==> config.mk <==
export PLATFORM = sky130hd
export DESIGN_NAME = mem_stage
export DESIGN_NICKNAME = d
export VERILOG_FILES = /design/src/rtl/mem_stage_pkg.sv /design/src/rtl/mem_stage_align.sv /design/src/rtl/mem_stage.sv
export SDC_FILE = /design/constraint.sdc
export NUM_CORES = 1
export LEC_CHECK = 0
export CAP_MARGIN = 10
export CELL_PAD_IN_SITES_DETAIL_PLACEMENT = 0
export CELL_PAD_IN_SITES_GLOBAL_PLACEMENT = 1
export CORE_UTILIZATION = 37
export DETAILED_ROUTE_END_ITERATION = 8
export HOLD_SLACK_MARGIN = 0.05
export PLACE_DENSITY = 0.86
export SLEW_MARGIN = 20
export SYNTH_ARGS = -nofsm -noshare
export SYNTH_HDL_FRONTEND = slang
export SYNTH_SLANG_ARGS = --single-unit
==> constraint.sdc <==
create_clock -name Clk_in -period 12.65 [get_ports Clk_in]
set_input_delay 1.8975 -clock Clk_in [delete_from_list [all_inputs] [get_ports Clk_in]]
set_output_delay 1.8975 -clock Clk_in [all_outputs]
set_load 0.02 [all_outputs]
==> src/rtl/mem_stage_pkg.sv <==
// Shared definitions for the MEM stage: access-size codes, FSM encodings,
// the MEM/WB bundle type and the alignment helper.
package mem_stage_pkg;

    localparam logic [1:0] SZ_WORD = 2'b00;
    localparam logic [1:0] SZ_HALF = 2'b01;
    localparam logic [1:0] SZ_BYTE = 2'b10;

    localparam logic [1:0] ST_IDLE = 2'b00;
    localparam logic [1:0] ST_REQ  = 2'b01;
    localparam logic [1:0] ST_DONE = 2'b10;

    typedef struct packed {
        logic        reg_write;
        logic        mem_to_reg;
        logic [31:0] read_data;
        logic [31:0] alu_result;
        logic [4:0]  write_reg;
    } memwb_t;

    // Size code 11 is handled exactly like a word.
    function automatic logic is_aligned(input logic [1:0] size,
                                        input logic [1:0] lane);
        logic ok;
        ok = 1'b1;
        unique case (1'b1)
            (size == SZ_BYTE): ok = 1'b1;
            (size == SZ_HALF): ok = ~lane[0];
            default:           ok = (lane == 2'b00);
        endcase
        return ok;
    endfunction

endpackage

==> src/rtl/mem_stage_align.sv <==
// Combinational byte-lane logic: store steering and byte enables, load
// extraction with sign extension, and misalignment detection.
// Ports: st_* store side (current EX/MEM), ld_* load side (held access).
module mem_stage_align
    import mem_stage_pkg::*;
(
    input  logic [1:0]  st_size,
    input  logic [1:0]  st_lane,
    input  logic [31:0] st_data,
    input  logic [1:0]  ld_size,
    input  logic [1:0]  ld_lane,
    input  logic [31:0] ld_rdata,
    output logic [31:0] st_wdata,
    output logic [3:0]  st_be,
    output logic [31:0] ld_ext,
    output logic        misaligned
);

    logic [7:0]  ld_byte;
    logic [15:0] ld_half;

    assign misaligned = ~is_aligned(st_size, st_lane);

    always_comb begin
        st_wdata = st_data;
        st_be    = 4'b1111;
        unique case (1'b1)
            (st_size == SZ_BYTE): begin
                st_wdata = {4{st_data[7:0]}};
                st_be    = 4'b0001 << st_lane;
            end
            (st_size == SZ_HALF): begin
                st_wdata = {2{st_data[15:0]}};
                st_be    = st_lane[1] ? 4'b1100 : 4'b0011;
            end
            default: begin
                st_wdata = st_data;
                st_be    = 4'b1111;
            end
        endcase
    end

    always_comb begin
        ld_byte = ld_rdata[7:0];
        unique case (ld_lane)
            2'b00:   ld_byte = ld_rdata[7:0];
            2'b01:   ld_byte = ld_rdata[15:8];
            2'b10:   ld_byte = ld_rdata[23:16];
            default: ld_byte = ld_rdata[31:24];
        endcase
    end

    assign ld_half = ld_lane[1] ? ld_rdata[31:16] : ld_rdata[15:0];

    always_comb begin
        ld_ext = ld_rdata;
        unique case (1'b1)
            (ld_size == SZ_BYTE): ld_ext = {{24{ld_byte[7]}}, ld_byte};
            (ld_size == SZ_HALF): ld_ext = {{16{ld_half[15]}}, ld_half};
            default:              ld_ext = ld_rdata;
        endcase
    end

endmodule

==> src/rtl/mem_stage.sv <==
// MEM stage: sized loads/stores over a req/ack bus, branch/JR redirect,
// pipeline stall while an access is outstanding, and the MEM/WB register.
// Ports: EX/MEM inputs (*_in), data bus (mem_*), stall/redirect, MEM/WB outs.
module mem_stage
    import mem_stage_pkg::*;
#(
    parameter int ADDR_W = 32,
    parameter int DATA_W = 32
) (
    input  logic              Clk_in,
    input  logic              Rst,
    input  logic              MemWrite_in,
    input  logic              MemRead_in,
    input  logic              Branch_in,
    input  logic              Zero_in,
    input  logic              JR_in,
    input  logic              MemtoReg_in,
    input  logic              RegWrite_in,
    input  logic [31:0]       ALUAddResult_in,
    input  logic [31:0]       ALUResult_in,
    input  logic [DATA_W-1:0] ReadData2_in,
    input  logic [4:0]        WriteReg_in,
    input  logic [1:0]        size_in,
    output logic              mem_req,
    output logic              mem_we,
    output logic [ADDR_W-1:0] mem_addr,
    output logic [DATA_W-1:0] mem_wdata,
    output logic [3:0]        mem_be,
    input  logic [DATA_W-1:0] mem_rdata,
    input  logic              mem_ack,
    output logic              stall_out,
    output logic              PCSrc_out,
    output logic [31:0]       BranchTarget_out,
    output logic              align_err_out,
    output logic              RegWrite_out_MEMWB,
    output logic              MemtoReg_out_MEMWB,
    output logic [31:0]       ReadData_out_MEMWB,
    output logic [31:0]       ALUResult_out_MEMWB,
    output logic [4:0]        WriteReg_out_MEMWB
);

    logic [1:0]  state;
    logic        access;
    logic        misaligned;
    logic        in_idle;
    logic        in_req;
    logic        in_done;
    logic        go;
    logic        mis_now;
    logic [31:0] st_wdata;
    logic [3:0]  st_be;
    logic [31:0] ld_ext;

    // Access captured when the request is launched.
    logic        h_read;
    logic        h_rw;
    logic        h_m2r;
    logic [31:0] h_alu;
    logic [4:0]  h_wr;
    logic [1:0]  h_size;
    logic [1:0]  h_lane;
    logic [31:0] cap_data;

    memwb_t      wb_next;
    memwb_t      wb_q;

    assign access  = MemRead_in | MemWrite_in;
    assign in_idle = (state == ST_IDLE);
    assign in_req  = (state == ST_REQ);
    assign in_done = (state == ST_DONE);
    assign go      = in_idle & access & ~misaligned;
    assign mis_now = in_idle & access & misaligned;

    assign stall_out = go | in_req;

    assign PCSrc_out = ((Branch_in & Zero_in) | JR_in) & ~stall_out;
    assign BranchTarget_out = JR_in ? ALUResult_in : ALUAddResult_in;

    mem_stage_align u_align (
        .st_size    (size_in),
        .st_lane    (ALUResult_in[1:0]),
        .st_data    (ReadData2_in),
        .ld_size    (h_size),
        .ld_lane    (h_lane),
        .ld_rdata   (mem_rdata),
        .st_wdata   (st_wdata),
        .st_be      (st_be),
        .ld_ext     (ld_ext),
        .misaligned (misaligned)
    );

    // Stall and misalignment both retire a bubble; DONE retires the access.
    always_comb begin
        wb_next = '0;
        unique case (1'b1)
            stall_out: wb_next = '0;
            mis_now:   wb_next = '0;
            in_done: begin
                wb_next.reg_write  = h_rw;
                wb_next.mem_to_reg = h_m2r;
                wb_next.read_data  = cap_data;
                wb_next.alu_result = h_alu;
                wb_next.write_reg  = h_wr;
            end
            default: begin
                wb_next.reg_write  = RegWrite_in;
                wb_next.mem_to_reg = MemtoReg_in;
                wb_next.read_data  = 32'd0;
                wb_next.alu_result = ALUResult_in;
                wb_next.write_reg  = WriteReg_in;
            end
        endcase
    end

    always_ff @(posedge Clk_in or posedge Rst) begin
        if (Rst) begin
            state         <= ST_IDLE;
            mem_req       <= 1'b0;
            mem_we        <= 1'b0;
            mem_addr      <= '0;
            mem_wdata     <= '0;
            mem_be        <= 4'b0000;
            h_read        <= 1'b0;
            h_rw          <= 1'b0;
            h_m2r         <= 1'b0;
            h_alu         <= 32'd0;
            h_wr          <= 5'd0;
            h_size        <= 2'b00;
            h_lane        <= 2'b00;
            cap_data      <= 32'd0;
            align_err_out <= 1'b0;
            wb_q          <= '0;
        end else begin
            align_err_out <= mis_now;
            wb_q          <= wb_next;
            unique case (state)
                ST_IDLE: begin
                    if (go) begin
                        state     <= ST_REQ;
                        mem_req   <= 1'b1;
                        mem_we    <= MemWrite_in;
                        mem_addr  <= {ALUResult_in[ADDR_W-1:2], 2'b00};
                        mem_wdata <= st_wdata;
                        mem_be    <= st_be;
                        h_read    <= MemRead_in;
                        h_rw      <= RegWrite_in;
                        h_m2r     <= MemtoReg_in;
                        h_alu     <= ALUResult_in;
                        h_wr      <= WriteReg_in;
                        h_size    <= size_in;
                        h_lane    <= ALUResult_in[1:0];
                    end
                end
                ST_REQ: begin
                    if (mem_ack) begin
                        state    <= ST_DONE;
                        mem_req  <= 1'b0;
                        cap_data <= h_read ? ld_ext : 32'd0;
                    end
                end
                ST_DONE: state <= ST_IDLE;
                default: state <= ST_IDLE;
            endcase
        end
    end

    assign RegWrite_out_MEMWB  = wb_q.reg_write;
    assign MemtoReg_out_MEMWB  = wb_q.mem_to_reg;
    assign ReadData_out_MEMWB  = wb_q.read_data;
    assign ALUResult_out_MEMWB = wb_q.alu_result;
    assign WriteReg_out_MEMWB  = wb_q.write_reg;

endmodule

==> flow_summary.yaml <==
outcome:
  status: "finished with violations"
  violations: "design-rule violations"
synthesis:
  syn_inst: 671
  synthesis.area_um2: 8410
  syn_avg_cell_area_um2: 12.5
  synth_warnings: 0
  seq_area_frac_synth_pct: 55.4
  synth_cell_type_count: 39
  synth-seq-cells: 186
floorplan:
  fp.coreArea_um2: 22000
  die_area_um2: 23300
  ioPinCount: 321
  die_y_um: 153
  initial_core_util_pct: 38.2
  die_width_um: 153
  rows: 54
cells_and_area:
  n_antenna_cell: 0
  finalNetCount: 1081
  fin_area_um2: 12100
  areaGrowthSynthToFinish_pct: 43.5
  drive_above_1_share_pct: 15.3
  final_core_util_pct: 54.8
routing:
  first_pass_iters: 9
  vias: 6195
  viasPerCell: 5.06
  wl_um: 23300
  drtAntennaViolNets: 0
  route.detailed.drc: 20
  drtIter0Drc: 364
  detail_route.wl_per_cell_um: 19.0
clocking:
  path_clk_slew_ps: 70
  cts_hold_buf: 0
  ctsResizeCount: 0
  cts_buffers: 17
  clock_path_buffers: 2
  cts_root_buf: "clkbuf_16"
  cts_tree: "done"
  h-tree-depth: 4
  clkSinkCount: 186
  postCtsSetupBuffers: 0
  clock_latency_ps: 430
placed_design:
  portBuffers: 318
  gp_congestion: 0.801
  placed_cell_area_um2: 11500
  dpl.hpwl_um: 16500
global_route:
  grtUsageTotal_pct: 20.3
  antenna_found_initial: 0
  grt_max_degree: 109
  grt_pass1_vias: 6360
  grt_overflow: 0
  grt_pass1_wl_um: 36400
setup_path:
  cp.required_ps: 10750
  arrival_ps: 5160
  cp-end-kind: "output port"
  crit_type: "in -> out"
  startpoint_type: "primary input"
  crit_fanout: 40
timing:
  finClkSkew_ps: 11.1
  finalHoldViolations: 0
  tns_ps: 0
  finalCriticalPeriod_ps: 7060
  slew_headroom_pct: 33.7
  rsz0062_at_grt: "false"
  worst_pin_slew_ps: 994
  report.final.slew_viol_count: 0
  fin_crit_sh_pct: 55.8
  fin_hold_ws_ps: 476
  fmax_ghz: 0.142
  setup_violations: 0
power_and_ir_drop:
  ir_drop_mv: 0.103
  total_leakage_power_nw: 5.18
  power.density_nw_per_um2: 195
worst_hold_path:
  worstHoldPathType: "reg -> reg"
job:
  drv_cap: 0
-- cell families after synthesis --
logic type	Yosys count	share of synthesized area [%]
flip-flops	186	55.4
multiplexers	120	16.7
other	1	0.0446
AO/OA/AOI/OAI	140	12.9
buffers and inverters	90	6.12
AND/OR/NAND/NOR	130	8.23
adder cells (fa/ha/maj)	4	0.595
-- layer usage --
layer,vias up,global-route usage (%),part of all wire [%]
met4,0,4.81,0.67
met5,-,0,0
met2,242,33.8,49
li1,2884,-,-
met3,13,6.34,8.4
met1,3056,25.5,42
-- layout make-up --
| type | count | area [um2] |
|---|---|---|
| Fill cell | 1954 | 9960 |
| Sequential cell | 186 | 4650 |
| Multi-Input combinational cell | 396 | 3260 |
| Timing Repair Buffer | 322 | 3210 |
| Clock buffer | 22 | 464 |
| Tap cell | 280 | 350 |
| Clock inverter | 10 | 83.8 |
| Inverter | 9 | 41.3 |
-- report_power, final --
group          leakage [nW]  internal [mW]  total, mW  switching (mW)
clock                 0.258          0.266      0.504           0.239
sequential             2.39          0.769      0.879           0.109
combinational          2.53          0.489      0.971           0.482
total                  5.18           1.52       2.35           0.830
-- registers in the layout, summed over array words and instances (netlist names) --
signal,flops
WriteReg_out_MEMWB,5
h_wr,5
h_m2r,1
mem_we,1
cap_data,32
ALUResult_out_MEMWB,32
RegWrite_out_MEMWB,1
align_err_out,1
h_rw,1
h_size,2
state,2
mem_be,4
h_read,1
ReadData_out_MEMWB,32
mem_req,1
MemtoReg_out_MEMWB,1
mem_wdata,32
h_alu,32
-- metrics by stage --
step	setup WS [ps]	total power, mW	cells
after floorplan	5700	1.49	672
after global placement	5640	1.85	1193
after detailed placement	5600	1.86	1193
after CTS	5600	2.37	1225
after global routing	5310	2.48	1225
final	5590	2.35	1225
-- cell usage after synthesis --
master,number,area share [%]
a21o_1,2,0.18
a21oi_1,3,0.18
a21oi_2,1,0.10
a221o_1,1,0.12
a221oi_4,1,0.31
a22o_1,47,4.9
a22oi_1,8,0.71
a32o_1,15,1.8
and2_1,33,2.5
and3_1,1,0.074
buf_1,2,0.089
buf_2,9,0.54
buf_4,32,2.9
buf_6,6,0.80
clkbuf_1,32,1.4
conb_1,1,0.045
dfrtp_1,186,55
ha_1,4,0.60
inv_1,9,0.40
mux2_1,10,1.3
mux2_2,83,11
mux2_4,18,3.2
mux2i_1,9,1.1
nand2_1,48,2.1
nand2_2,1,0.074
nand2b_1,19,1.4
nor2_1,1,0.045
nor2b_1,21,1.6
nor3_1,2,0.12
nor3_2,1,0.12
nor4_1,1,0.074
o21ai_0,18,1.1
o21ai_1,7,0.42
o21ba_1,1,0.12
o21bai_1,5,0.45
o22ai_1,14,1.0
o31ai_1,17,1.5
or2_1,1,0.074
or2_2,1,0.074
-- final timing paths --
| check | startpoint | to | slack (ps) | cells after the start |
|---|---|---|---|---|
| min in group asynchronous | Rst | h_alu[9] | 2010 | 2 |
| max in group asynchronous | Rst | cap_data[1] | 9370 | 3 |
| worst max register to register | state[0] | h_alu[21] | 10110 | 5 |
| worst min-delay path | cap_data[23] | cap_data[23] | 480 | 2 |
| worst max-delay path | size_in[0] | PCSrc_out | 5590 | 7 |
| worst min register to register | cap_data[23] | cap_data[23] | 480 | 2 |
-- critical path, cell delays in order --
cell,delay [ps]
clkdlybuf4s50_1,490
inv_1,70
ha_1,690
nor2b_1,770
o21ba_4,530
nor3_1,110
clkdlybuf4s50_1,580
-- cell usage in the layout, fill, tap and decap left out, drive strengths merged --
master         count
nor3               3
clkinvlp           3
conb               2
o21ai             25
o22ai             14
nor2               1
mux2i              9
clkinv             4
mux2             111
o21bai             5
dfrtp            186
a22oi              8
nor4               1
nand2b            19
clkdlybuf4s50    317
and3               1
a22o              47
o31ai             17
a21oi              4
ha                 4
nor2b             21
o21ba              1
and2              33
a221oi             1
nand2             49
a221o              1
a32o              15
a21o               2
or2                2
clkbuf            22
inv               12
buf                5
Note: power is estimated with default switching activity, not from simulation.
